### config.mk
export PLATFORM = sky130hd
export DESIGN_NAME = cr_iu_hs_uop_buf_flat
export DESIGN_NICKNAME = d
export VERILOG_FILES = /design/src/rtl/cr_iu_hs_uop_buf_if.sv /design/src/rtl/cr_iu_hs_uop_buf.sv /design/src/flat_wrapper.sv
export SDC_FILE = /design/constraint.sdc
export NUM_CORES = 1
export LEC_CHECK = 0
export BUFFER_PORTS_ARGS = -buffer_cell sky130_fd_sc_hd__buf_2
export CAP_MARGIN = 30
export CORE_MARGIN = 2
export CORE_UTILIZATION = 40
export CTS_CLUSTER_SIZE = 12
export DETAILED_ROUTE_END_ITERATION = 16
export SLEW_MARGIN = 25
export SYNTH_ARGS = -nofsm -noshare
export SYNTH_HDL_FRONTEND = slang
export SYNTH_SLANG_ARGS = --single-unit
### constraint.sdc
create_clock -name forever_cpuclk -period 3.9 [get_ports forever_cpuclk]
set_input_delay 0.78 -clock forever_cpuclk [delete_from_list [all_inputs] [get_ports forever_cpuclk]]
set_output_delay 0.78 -clock forever_cpuclk [all_outputs]
set_load 0.05 [all_outputs]
### src/rtl/cr_iu_hs_uop_buf_if.sv
// Handshake bundle between the hardware-stacking split unit, the uop buffer and the IU EX stage.
// Valid/ready: a uop moves on any edge where its valid is high and the receiver's stall is low.
interface cr_iu_hs_uop_buf_if #(parameter int DEPTH = 4);
  localparam int PTR_W = $clog2(DEPTH);

  logic              hs_split_iu_ctrl_inst_vld;
  logic [31:0]       hs_split_iu_dp_inst_op;
  logic              hs_split_iu_hs_retire_mask;
  logic              hs_split_iu_unstack_chgflw;
  logic              iu_yy_xx_flush;
  logic              ex_uop_buf_stall;
  logic              iu_hs_split_ex_stall;
  logic              uop_buf_ex_inst_vld;
  logic [31:0]       uop_buf_ex_inst_op;
  logic              uop_buf_ex_retire_mask;
  logic              uop_buf_ex_unstack_chgflw;
  logic [PTR_W:0]    uop_buf_cnt;
  logic              uop_buf_ovf;

  modport master (
    output hs_split_iu_ctrl_inst_vld, hs_split_iu_dp_inst_op, hs_split_iu_hs_retire_mask,
           hs_split_iu_unstack_chgflw, iu_yy_xx_flush, ex_uop_buf_stall,
    input  iu_hs_split_ex_stall, uop_buf_ex_inst_vld, uop_buf_ex_inst_op, uop_buf_ex_retire_mask,
           uop_buf_ex_unstack_chgflw, uop_buf_cnt, uop_buf_ovf
  );

  modport slave (
    input  hs_split_iu_ctrl_inst_vld, hs_split_iu_dp_inst_op, hs_split_iu_hs_retire_mask,
           hs_split_iu_unstack_chgflw, iu_yy_xx_flush, ex_uop_buf_stall,
    output iu_hs_split_ex_stall, uop_buf_ex_inst_vld, uop_buf_ex_inst_op, uop_buf_ex_retire_mask,
           uop_buf_ex_unstack_chgflw, uop_buf_cnt, uop_buf_ovf
  );
endinterface

### src/rtl/cr_iu_hs_uop_buf.sv
// In-order micro-op FIFO between the HS split unit and IU EX; back-pressures the
// split unit from its own fill level so split generation is decoupled from EX stalls.
module cr_iu_hs_uop_buf #(
  parameter int DEPTH = 4
) (
  input  logic                  forever_cpuclk,
  input  logic                  cpurst,
  cr_iu_hs_uop_buf_if.slave     bus
);
  localparam int PTR_W = $clog2(DEPTH);
  localparam logic [PTR_W:0]   FULL_CNT = (PTR_W+1)'(DEPTH);
  localparam logic [PTR_W:0]   CNT_ONE  = (PTR_W+1)'(1);
  localparam logic [PTR_W-1:0] PTR_ONE  = PTR_W'(1);

  logic [33:0]      mem_q [DEPTH];
  logic [PTR_W-1:0] wr_ptr_q, wr_ptr_d;
  logic [PTR_W-1:0] rd_ptr_q, rd_ptr_d;
  logic [PTR_W:0]   cnt_q, cnt_d;
  logic             ovf_q, ovf_d;

  logic        full, empty, push, pop, head_vld;
  logic [33:0] head_entry;

  assign full       = (cnt_q == FULL_CNT);
  assign empty      = (cnt_q == '0);
  assign head_vld   = ~empty & ~bus.iu_yy_xx_flush;
  assign head_entry = mem_q[rd_ptr_q];
  assign push       = bus.hs_split_iu_ctrl_inst_vld & ~full & ~bus.iu_yy_xx_flush;
  assign pop        = head_vld & ~bus.ex_uop_buf_stall;

  // Stall comes straight from the registered count: a pop in the same cycle
  // does not open a slot for the split unit until the next cycle.
  assign bus.iu_hs_split_ex_stall      = full;
  assign bus.uop_buf_ex_inst_vld       = head_vld;
  assign bus.uop_buf_ex_inst_op        = head_vld ? head_entry[31:0] : 32'h0;
  assign bus.uop_buf_ex_retire_mask    = head_vld & head_entry[32];
  assign bus.uop_buf_ex_unstack_chgflw = head_vld & head_entry[33];
  assign bus.uop_buf_cnt               = cnt_q;
  assign bus.uop_buf_ovf               = ovf_q;

  always_comb begin
    wr_ptr_d = wr_ptr_q;
    rd_ptr_d = rd_ptr_q;
    cnt_d    = cnt_q;
    ovf_d    = ovf_q | (bus.hs_split_iu_ctrl_inst_vld & full & ~bus.iu_yy_xx_flush);
    if (bus.iu_yy_xx_flush) begin
      wr_ptr_d = '0;
      rd_ptr_d = '0;
      cnt_d    = '0;
    end else begin
      if (push) wr_ptr_d = wr_ptr_q + PTR_ONE;
      if (pop)  rd_ptr_d = rd_ptr_q + PTR_ONE;
      if (push && !pop)      cnt_d = cnt_q + CNT_ONE;
      else if (pop && !push) cnt_d = cnt_q - CNT_ONE;
    end
  end

  always_ff @(posedge forever_cpuclk or posedge cpurst) begin
    if (cpurst) begin
      wr_ptr_q <= '0;
      rd_ptr_q <= '0;
      cnt_q    <= '0;
      ovf_q    <= 1'b0;
    end else begin
      wr_ptr_q <= wr_ptr_d;
      rd_ptr_q <= rd_ptr_d;
      cnt_q    <= cnt_d;
      ovf_q    <= ovf_d;
    end
  end

  // Entry storage is intentionally not reset; validity is tracked by cnt_q alone.
  always_ff @(posedge forever_cpuclk) begin
    if (push) begin
      mem_q[wr_ptr_q] <= {bus.hs_split_iu_unstack_chgflw,
                          bus.hs_split_iu_hs_retire_mask,
                          bus.hs_split_iu_dp_inst_op};
    end
  end
endmodule
### src/flat_wrapper.sv
// flat-port wrapper written by rule: the top's interface ports become plain ports
module cr_iu_hs_uop_buf_flat 
#(
  parameter int DEPTH = 4
)
  (forever_cpuclk, cpurst, bus_hs_split_iu_ctrl_inst_vld, bus_hs_split_iu_dp_inst_op, bus_hs_split_iu_hs_retire_mask, bus_hs_split_iu_unstack_chgflw, bus_iu_yy_xx_flush, bus_ex_uop_buf_stall, bus_iu_hs_split_ex_stall, bus_uop_buf_ex_inst_vld, bus_uop_buf_ex_inst_op, bus_uop_buf_ex_retire_mask, bus_uop_buf_ex_unstack_chgflw, bus_uop_buf_cnt, bus_uop_buf_ovf);
  cr_iu_hs_uop_buf_if #(.DEPTH(DEPTH)) bus_i ();
  input  logic forever_cpuclk;
  input  logic cpurst;
  input wire logic [$bits(bus_i.hs_split_iu_ctrl_inst_vld)-1:0] bus_hs_split_iu_ctrl_inst_vld;
  input wire logic [$bits(bus_i.hs_split_iu_dp_inst_op)-1:0] bus_hs_split_iu_dp_inst_op;
  input wire logic [$bits(bus_i.hs_split_iu_hs_retire_mask)-1:0] bus_hs_split_iu_hs_retire_mask;
  input wire logic [$bits(bus_i.hs_split_iu_unstack_chgflw)-1:0] bus_hs_split_iu_unstack_chgflw;
  input wire logic [$bits(bus_i.iu_yy_xx_flush)-1:0] bus_iu_yy_xx_flush;
  input wire logic [$bits(bus_i.ex_uop_buf_stall)-1:0] bus_ex_uop_buf_stall;
  output wire logic [$bits(bus_i.iu_hs_split_ex_stall)-1:0] bus_iu_hs_split_ex_stall;
  output wire logic [$bits(bus_i.uop_buf_ex_inst_vld)-1:0] bus_uop_buf_ex_inst_vld;
  output wire logic [$bits(bus_i.uop_buf_ex_inst_op)-1:0] bus_uop_buf_ex_inst_op;
  output wire logic [$bits(bus_i.uop_buf_ex_retire_mask)-1:0] bus_uop_buf_ex_retire_mask;
  output wire logic [$bits(bus_i.uop_buf_ex_unstack_chgflw)-1:0] bus_uop_buf_ex_unstack_chgflw;
  output wire logic [$bits(bus_i.uop_buf_cnt)-1:0] bus_uop_buf_cnt;
  output wire logic [$bits(bus_i.uop_buf_ovf)-1:0] bus_uop_buf_ovf;
  assign bus_i.hs_split_iu_ctrl_inst_vld = bus_hs_split_iu_ctrl_inst_vld;
  assign bus_i.hs_split_iu_dp_inst_op = bus_hs_split_iu_dp_inst_op;
  assign bus_i.hs_split_iu_hs_retire_mask = bus_hs_split_iu_hs_retire_mask;
  assign bus_i.hs_split_iu_unstack_chgflw = bus_hs_split_iu_unstack_chgflw;
  assign bus_i.iu_yy_xx_flush = bus_iu_yy_xx_flush;
  assign bus_i.ex_uop_buf_stall = bus_ex_uop_buf_stall;
  assign bus_iu_hs_split_ex_stall = bus_i.iu_hs_split_ex_stall;
  assign bus_uop_buf_ex_inst_vld = bus_i.uop_buf_ex_inst_vld;
  assign bus_uop_buf_ex_inst_op = bus_i.uop_buf_ex_inst_op;
  assign bus_uop_buf_ex_retire_mask = bus_i.uop_buf_ex_retire_mask;
  assign bus_uop_buf_ex_unstack_chgflw = bus_i.uop_buf_ex_unstack_chgflw;
  assign bus_uop_buf_cnt = bus_i.uop_buf_cnt;
  assign bus_uop_buf_ovf = bus_i.uop_buf_ovf;
  cr_iu_hs_uop_buf #(.DEPTH(DEPTH)) u_core (.forever_cpuclk(forever_cpuclk), .cpurst(cpurst), .bus(bus_i));
endmodule
# ---- Yosys cells after proc, flatten, opt, wreduce, memory -nomap -nowiden
# Memories as Yosys holds them, arrays and structs flattened.
# Index checks and enable logic that the tools add are counted.
dict set report classes {
  muxes 10
  reduce_logical 8
  n_bitwise 13
  add_sub_neg 4
  n_eq_ne 1
}
# cell n
set op_table {}
lappend op_table {{32-bit two-way mux} 1}
lappend op_table {{3-bit two-way mux} 3}
lappend op_table {{1-bit bitwise AND} 8}
lappend op_table {{2-bit two-way mux} 4}
lappend op_table {{2-bit by 1-bit adder with 2-bit output (second input constant)} 2}
lappend op_table {{1-bit inverter} 4}
lappend op_table {{2-bit nonzero test} 2}
lappend op_table {{3-bit by 1-bit adder with 3-bit output (second input constant)} 1}
lappend op_table {{3-bit == test (second input constant)} 1}
lappend op_table {{3-bit zero test} 1}
lappend op_table {{3-bit nonzero test} 1}
lappend op_table {{3-bit by 1-bit subtractor with 3-bit output (second input constant)} 1}
lappend op_table {{1-bit logical AND} 2}
lappend op_table {{1-bit zero test} 2}
lappend op_table {{1-bit two-way mux} 2}
lappend op_table {{1-bit OR} 1}
dict set report word_totals {
  word_cells 41
  mem_count 1
  input_bits 39
  out_inout_bits 40
  reg_bits 8
  ramBits 136
}
# memory words word_bits rd rd_clocked_by_memory_dff write_ports line
set mem_list {}
lappend mem_list {u_core.mem_q 4 34 1 0 1 cr_iu_hs_uop_buf.sv:15} ;# logic [33:0] mem_q [DEPTH];

# ---- Logic depth before layout (Yosys ltp)
# Gate-level depths: netlist (run 1).
dict set report depth {
  depth_word 9
  mapped_depth 9
  mapped_depth_nobuf 8
}

# ---- Least setup slack after synthesis (run 1)
# Ideal clock, no wire load.
dict set report synth_path {
  path_kind {flip-flop to output port}
  from {reg u_core.cnt_q[2], in the netlist u_core.bus.uop_buf_cnt[2]}
  to {out bus_uop_buf_ex_inst_op[13]}
  n_path_buf 2
  path_stages_with_launch 6
  arrival_ns 2.040
  required_ns 3.120
  setup_slack_ns 1.080
  path_cell_list {dfrtp_1 > buf_2 > nor3_2 > nor2_1 > buf_2 > and2_1}
}
dict set report synth_via {
  elab_chain_len 4
}
# element line
set synth_rtl {}
lappend synth_rtl {{start, declared} cr_iu_hs_uop_buf.sv:18} ;# logic [PTR_W:0] cnt_q, cnt_d;
lappend synth_rtl {{start signal, assigned} cr_iu_hs_uop_buf.sv:67} ;# cnt_q <= cnt_d;
lappend synth_rtl {{3-bit zero test} cr_iu_hs_uop_buf.sv:25} ;# assign empty = (cnt_q == '0);
lappend synth_rtl {{1-bit inverter} cr_iu_hs_uop_buf.sv:26} ;# assign head_vld = ~empty & ~bus.iu_yy_xx_flush;
lappend synth_rtl {{1-bit bitwise AND} cr_iu_hs_uop_buf.sv:26}
lappend synth_rtl {{net bus_uop_buf_ex_inst_vld} flat_wrapper.sv:17} ;# output wire logic [$bits(bus_i.uop_buf_ex_inst_vld)-1:0] bus_uop_buf_ex_inst_vld;
lappend synth_rtl {{32-bit two-way mux} cr_iu_hs_uop_buf.sv:35} ;# assign bus.uop_buf_ex_inst_op = head_vld ? head_entry[31:0] : 32'h0;
lappend synth_rtl {{end, declared} flat_wrapper.sv:18} ;# output wire logic [$bits(bus_i.uop_buf_ex_inst_op)-1:0] bus_uop_buf_ex_inst_op;
# The timed path passes the listed nets, and every way through them passes these cells.

# ---- Worst setup path after layout (run 1)
dict set report layout_path {
  from {reg u_core.rd_ptr_q[0]}
  to {out bus_uop_buf_ex_unstack_chgflw}
}
dict set report layout_via {
  elab_chain_len 2
}
# element line
set layout_rtl {}
lappend layout_rtl {{start, declared} cr_iu_hs_uop_buf.sv:17} ;# logic [PTR_W-1:0] rd_ptr_q, rd_ptr_d;
lappend layout_rtl {{start signal, assigned} cr_iu_hs_uop_buf.sv:66} ;# rd_ptr_q <= rd_ptr_d;
lappend layout_rtl {{memory read 4 x 34 bit} n/a}
lappend layout_rtl {{1-bit bitwise AND} cr_iu_hs_uop_buf.sv:37} ;# assign bus.uop_buf_ex_unstack_chgflw = head_vld & head_entry[33];
lappend layout_rtl {{end, declared} flat_wrapper.sv:20} ;# output wire logic [$bits(bus_i.uop_buf_ex_unstack_chgflw)-1:0] bus_uop_buf_ex_unstack_chgflw;
# No other way between the ends.

==> impl_metrics.py, run 1 <==
metrics = {
    "run_status": {
        "status": "finished, final reports clean",
    },
    "floorplan": {
        "ios": 79,
        "die_area_um2": 15400,
        "die_w_um": 124,
        "rows": 43,
        "initial_utilization_pct": 41.3,
        "coreArea_um2": 14000,
        "dieHeight_um": 124,
    },
    "synthesis": {
        "yosys_warnings": 0,
        "netlist.area_leader.share_pct": 70.7,
        "synth_nets": 325,
        "syn_area_per_cell_um2": 20.6,
        "netlist_area_um2": 5780,
        "ys_types": 30,
        "synth_seq_area_share_pct": 74.1,
        "synth_top_area_cell": "edfxtp_1",
        "synth_area_leaders": "edfxtp_1, mux4_2, and2_1",
        "syn_inst": 281,
        "synth_flop_cell": "edfxtp_1",
        "postSynth.asyncResetShare_pct": 5.56,
        "synth_edf_count": 136,
        "ys_ff_latch": 144,
    },
    "detailed_routing": {
        "vias": 2790,
        "wl_per_cell_um": 18.3,
        "detail-route-antenna-nets": 0,
        "vias_per_cell": 4.96,
        "first_pass_iters": 4,
        "drt_iter0_markers": 228,
        "routed_wl_mm": 10.3,
        "drc": 0,
    },
    "grt": {
        "antenna_found_initial": 1,
        "grt_max_degree": 36,
        "grt.total_usage_pct": 14.4,
        "grt_pass1_wl_mm": 15.5,
        "grt_overflow": 0,
        "first_global_vias": 2825,
    },
    "timing": {
        "rsz0062_at_grt": "no",
        "finalMaxSlewViolations": 0,
        "finalSetupViolations": 0,
        "fin_crit_ns": 3.00,
        "finalWorstSetupSlack_ns": 0.896,
        "finalSetupTns_ns": 0,
        "relSlewSlack_pct": 40.8,
        "whs_ns": 0.311,
        "period_share_pct": 77.0,
        "tightest_slew_ns": 0.888,
        "clock.fmax_ghz": 0.333,
        "finClkSkew_ns": 0.00382,
        "finalHoldViolCount": 0,
    },
    "worst_setup_path": {
        "critical_path.max_fanout": 30,
        "cp-startpoint": "u_core.rd_ptr_q[0]$_DFFE_PP0P_",
        "timing.rr.end": "u_core.bus.uop_buf_cnt[2]$_DFFE_PP0P_",
        "reg2reg_slack_ns": 1.76,
        "crit_cells": 4,
        "cp_slowest_cell": "mux4_1",
        "crit_type": "register to output port",
        "crit_end": "bus_uop_buf_ex_unstack_chgflw",
        "crit_chain": "buf_12, mux4_1, and2_1, buf_2",
        "arrival_ns": 2.22,
        "rr_worst_depth": 8,
        "path_buf_inv": 2,
        "cp-end-kind": "output port",
        "cp.required_ns": 3.12,
        "critPathLaunchType": "register",
        "slowest_delay_ns": 0.62,
        "crit_family": "multiplexers",
        "crit-reg2reg-launch": "u_core.bus.uop_buf_cnt[1]$_DFFE_PP0P_",
    },
    "placement": {
        "place_ws_ns": 1.23,
        "io_buffers": 78,
        "dp_hpwl_mm": 5.92,
        "gp_congestion": 0.724,
    },
    "clock_network": {
        "ctsHoldBuffers": 0,
        "htree_levels": 4,
        "worstSkewPairLatency_ns": 0.41,
        "clkSinkCount": 144,
        "clockBufferDepth": 2,
        "clockRootBuffer": "clkbuf_16",
        "cts_resized": 0,
        "postCtsSetupRepairBufs": 0,
        "clk_pin_slew_ns": 0.06,
        "cts_tree": "yes",
        "cts_buffers": 17,
    },
    "final_layout": {
        "area_delta_synth_final_pct": 20.3,
        "nFillCells": 1181,
        "final_cell_mix": "edfxtp_1, buf_2, and2_1",
        "final_common_cell": "edfxtp_1",
        "drive_gt1_share_pct": 39.5,
        "final_nets": 415,
    },
    "min_path": {
        "holdCritPathClass": "input pin to async pin",
    },
    "run": {
        "drv_cap": 0,
    },
    "pwr": {
        "p_per_area_nw_per_um2": 645,
        "p_leak_nw": 2.49,
        "vdd_drop_max_uv": 311,
        "power.total_mw": 4.48,
    },
}
-- Yosys cell counts, drive strengths merged, types with 2 or more instances --
cell and instances:
edfxtp 136, and2 40, mux4 34, buf 11, nor2 10, dfrtp 8
inv 7, a21oi 5, ha 4, xnor2 4, clkbuf 3, nor2b 3
a21o 2, xor2 2
-- how the worst min path moves through the flow --
stage | to | startpoint | cells past startpoint | slack, ns
2_1_floorplan | u_core.wr_ptr_q[1]$_DFFE_PP0P_ | u_core.wr_ptr_q[1]$_DFFE_PP0P_ | 2 | 0.54
3_3_place_gp | u_core.bus.uop_buf_ovf$_DFF_PP0_ | u_core.bus.uop_buf_ovf$_DFF_PP0_ | 1 | 0.44
3_5_place_dp | u_core.bus.uop_buf_ovf$_DFF_PP0_ | u_core.bus.uop_buf_ovf$_DFF_PP0_ | 1 | 0.45
4_1_cts | u_core.bus.uop_buf_cnt[2]$_DFFE_PP0P_ | cpurst | 2 | 0.30
5_1_grt | u_core.bus.uop_buf_cnt[2]$_DFFE_PP0P_ | cpurst | 2 | 0.32
6_report | u_core.bus.uop_buf_ovf$_DFF_PP0_ | cpurst | 2 | 0.31
-- per-stage QoR --
step,instances,utilization (%),instance area (um2)
5_1_grt,562,49.7,6950
3_3_place_gp,532,45.4,6350
3_5_place_dp,532,45.4,6350
2_1_floorplan,281,-,5780
6_report,563,49.7,6950
4_1_cts,562,49.7,6950
-- state kept, by name, summed over array words and instances (netlist names) --
signal and flops:
u_core.mem_q 136, u_core.bus.uop_buf_cnt 3, u_core.rd_ptr_q 2, u_core.wr_ptr_q 2
u_core.bus.uop_buf_ovf 1
-- cell families after synthesis --
group	share of synthesized area, %
AOI/OAI and AO/OA	1.47
DFF	74.1
buffers and inverters	2.49
muxes	13.8
xor gates and xnor gates	0.909
and+or+nand+nor	5.96
adders and majority gates	1.21
-- where the power goes --
| group | total, mW | switching [mW] | internal, mW |
|---|---|---|---|
| Combinational | 0.991 | 0.634 | 0.357 |
| Clock | 1.63 | 0.578 | 1.05 |
| Sequential | 1.86 | 0.0685 | 1.79 |
-- layout make-up --
cell class	count	area [um2]	share of cell area, %
well taps	180	225	3.24
clock buffers	17	425	6.12
clock inverters	13	171	2.47
multi-input cells	116	1360	19.5
flip-flops and latches	144	4290	61.7
inverters	7	26.3	0.378
diodes	1	2.50	0.0360
repair buffers	85	455	6.55
-- worst reg2reg max path, cell delays in order (launching register included) --
cell and delay (ns):
dfrtp_1 0.45, nor2_1 0.38, a21boi_4 0.14, nor2b_1 0.17, fa_1 0.38, nor2b_1 0.17
xor2_1 0.14, o21ai_0 0.16, a21oi_1 0.06
-- layer usage --
layer,up-vias,GRT usage [%],wire length (um)
li1,1286,-,-
met1,1426,18.4,4620
met2,70,22.1,4940
met3,8,6.27,633
met4,0,4.85,90
met5,-,0,0
(Power assumes the default switching activity.)
==> run 2: changes to the inputs <==
- clock period: 3.9 -> 2.8 ns (I/O delays scaled with it)
==> run 2 against run 1 <==
  * Flip-flop and latch count is the same
  * Hold slack lost 0.21 ns
  * Clock-buffer cell count grew 7
  * Via count grew 2.3%
  * Critical path depth is the same
  * Register-to-register slack lost 1.1 ns
  * Total power grew 36%
  * Combinational power grew 45%
  * Cell area grew 0.95%
  * Final cell count grew 1.6%
  * Largest cell class unchanged
  * Largest power group unchanged
==> impl_metrics.py, run 2 (same netlist as run 1, synthesis figures left out) <==
metrics = {
    "floorplan": {
        "initial_utilization_pct": 41.3,
        "coreArea_um2": 14000,
        "ios": 79,
        "die_area_um2": 15400,
        "die_w_um": 124,
        "rows": 43,
        "dieHeight_um": 124,
    },
    "clock_network": {
        "clkSinkCount": 144,
        "cts_tree": "yes",
        "cts_resized": 0,
        "worstSkewPairLatency_ns": 0.41,
        "ctsHoldBuffers": 0,
        "cts_buffers": 17,
        "clk_pin_slew_ns": 0.06,
        "postCtsSetupRepairBufs": 0,
        "clockRootBuffer": "clkbuf_16",
        "clockBufferDepth": 2,
        "htree_levels": 4,
    },
    "worst_setup_path": {
        "critical_path.max_fanout": 11,
        "timing.rr.end": "u_core.bus.uop_buf_cnt[2]$_DFFE_PP0P_",
        "rr_worst_depth": 8,
        "critPathLaunchType": "register",
        "path_buf_inv": 2,
        "crit-reg2reg-launch": "u_core.bus.uop_buf_cnt[1]$_DFFE_PP0P_",
        "slowest_delay_ns": 0.58,
        "crit_chain": "buf_12, mux4_2, and2_1, buf_2",
        "crit_type": "register to output port",
        "crit_end": "bus_uop_buf_ex_inst_op[18]",
        "reg2reg_slack_ns": 0.66,
        "crit_cells": 4,
        "crit_family": "flip-flops",
        "cp-startpoint": "u_core.rd_ptr_q[0]$_DFFE_PP0P_",
        "cp_slowest_cell": "dfrtp_2",
        "arrival_ns": 2.13,
        "cp.required_ns": 2.24,
        "cp-end-kind": "output port",
    },
    "detailed_routing": {
        "detail-route-antenna-nets": 0,
        "first_pass_iters": 4,
        "vias": 2855,
        "drt_iter0_markers": 241,
        "routed_wl_mm": 10.3,
        "drc": 0,
        "vias_per_cell": 4.99,
        "wl_per_cell_um": 18.1,
    },
    "grt": {
        "antenna_found_initial": 1,
        "first_global_vias": 2946,
        "grt_pass1_wl_mm": 15.9,
        "grt_overflow": 0,
        "grt.total_usage_pct": 14.5,
        "grt_max_degree": 36,
    },
    "timing": {
        "clock.fmax_ghz": 0.372,
        "finClkSkew_ns": 0.00823,
        "whs_ns": 0.0979,
        "finalSetupViolations": 0,
        "relSlewSlack_pct": 68.0,
        "finalHoldViolCount": 0,
        "tightest_slew_ns": 0.480,
        "period_share_pct": 96.0,
        "finalMaxSlewViolations": 0,
        "rsz0062_at_grt": "no",
        "finalWorstSetupSlack_ns": 0.112,
        "fin_crit_ns": 2.69,
        "finalSetupTns_ns": 0,
    },
    "placement": {
        "place_inst": 538,
        "io_buffers": 78,
        "gp_congestion": 0.796,
        "place_ws_ns": 0.503,
        "dp_hpwl_mm": 6.46,
    },
    "pwr": {
        "power.switching_mw": 1.76,
        "p_comb_share_pct": 23.6,
        "p_per_area_nw_per_um2": 868,
        "vdd_drop_max_uv": 491,
        "seq_power_share_pct": 42.5,
        "swShare_pct": 28.9,
        "p_leak_nw": 2.51,
        "clockPowerShare_pct": 34.0,
        "p_int_mw": 4.33,
    },
    "final_layout": {
        "final_nets": 421,
        "drive_gt1_share_pct": 38.7,
        "largest_reg_flops": 136,
        "top_register": "u_core.mem_q",
        "stdcell_count": 572,
        "final_common_cell": "edfxtp_1",
        "final_cell_mix": "edfxtp_1, buf_2, and2_1",
        "area_delta_synth_final_pct": 21.4,
    },
    "run": {
        "drv_cap": 0,
    },
    "run_status": {
        "status": "finished, final reports clean",
    },
    "min_path": {
        "holdCritPathClass": "input pin to async pin",
    },
}
run 2: through the flow:
| step | utilization [%] | total power, mW | cell area (um2) |
|---|---|---|---|
| 3_3_place_gp | 46.3 | 4.08 | 6470 |
| 3_5_place_dp | 46.3 | 4.09 | 6470 |
| 6_report | 50.2 | 6.09 | 7020 |
| 2_1_floorplan | - | 3.75 | 5780 |
| 4_1_cts | 50.1 | 6.17 | 7010 |
| 5_1_grt | 50.1 | 6.37 | 7010 |
run 2: power by group through the flow:
stage               clock network, mW  registers [mW]  logic (mW)
floorplan                           0            2.64        1.11
global placement                    0            2.63        1.45
detailed placement                  0            2.63        1.46
CTS                              2.11            2.59        1.46
global route                     2.22            2.60        1.54
finish                           2.07            2.59        1.44
run 2: final cells by class:
cell class,instances,area (um2)
Multi-Input combinational cell,116,1360
Clock buffer,24,452
Clock inverter,8,88.8
Antenna cell,2,5.00
Inverter,7,26.3
Fill cell,1137,6970
Timing Repair Buffer,91,576
Tap cell,180,225
Sequential cell,144,4290
run 2: how the worst min path moves through the flow:
| stage | start | to | slack, ns | cells after the start |
|---|---|---|---|---|
| after detailed placement | u_core.bus.uop_buf_ovf$_DFF_PP0_ | u_core.bus.uop_buf_ovf$_DFF_PP0_ | 0.44 | 1 |
| after global routing | cpurst | u_core.bus.uop_buf_ovf$_DFF_PP0_ | 0.10 | 2 |
| after global placement | u_core.bus.uop_buf_ovf$_DFF_PP0_ | u_core.bus.uop_buf_ovf$_DFF_PP0_ | 0.44 | 1 |
| after CTS | cpurst | u_core.bus.uop_buf_ovf$_DFF_PP0_ | 0.09 | 2 |
| after floorplan | cpurst | u_core.bus.uop_buf_cnt[0]$_DFFE_PP0P_ | 0.38 | 1 |
| final | cpurst | u_core.bus.uop_buf_ovf$_DFF_PP0_ | 0.1 | 2 |
run 2: layer usage:
metal | global-route usage (%) | share of wire, % | routed length [um]
met3 | 4.72 | 5.2 | 536
met5 | 0 | 0 | 0
met4 | 6.32 | 1.5 | 152
met2 | 21.6 | 47 | 4860
met1 | 19.4 | 46 | 4790
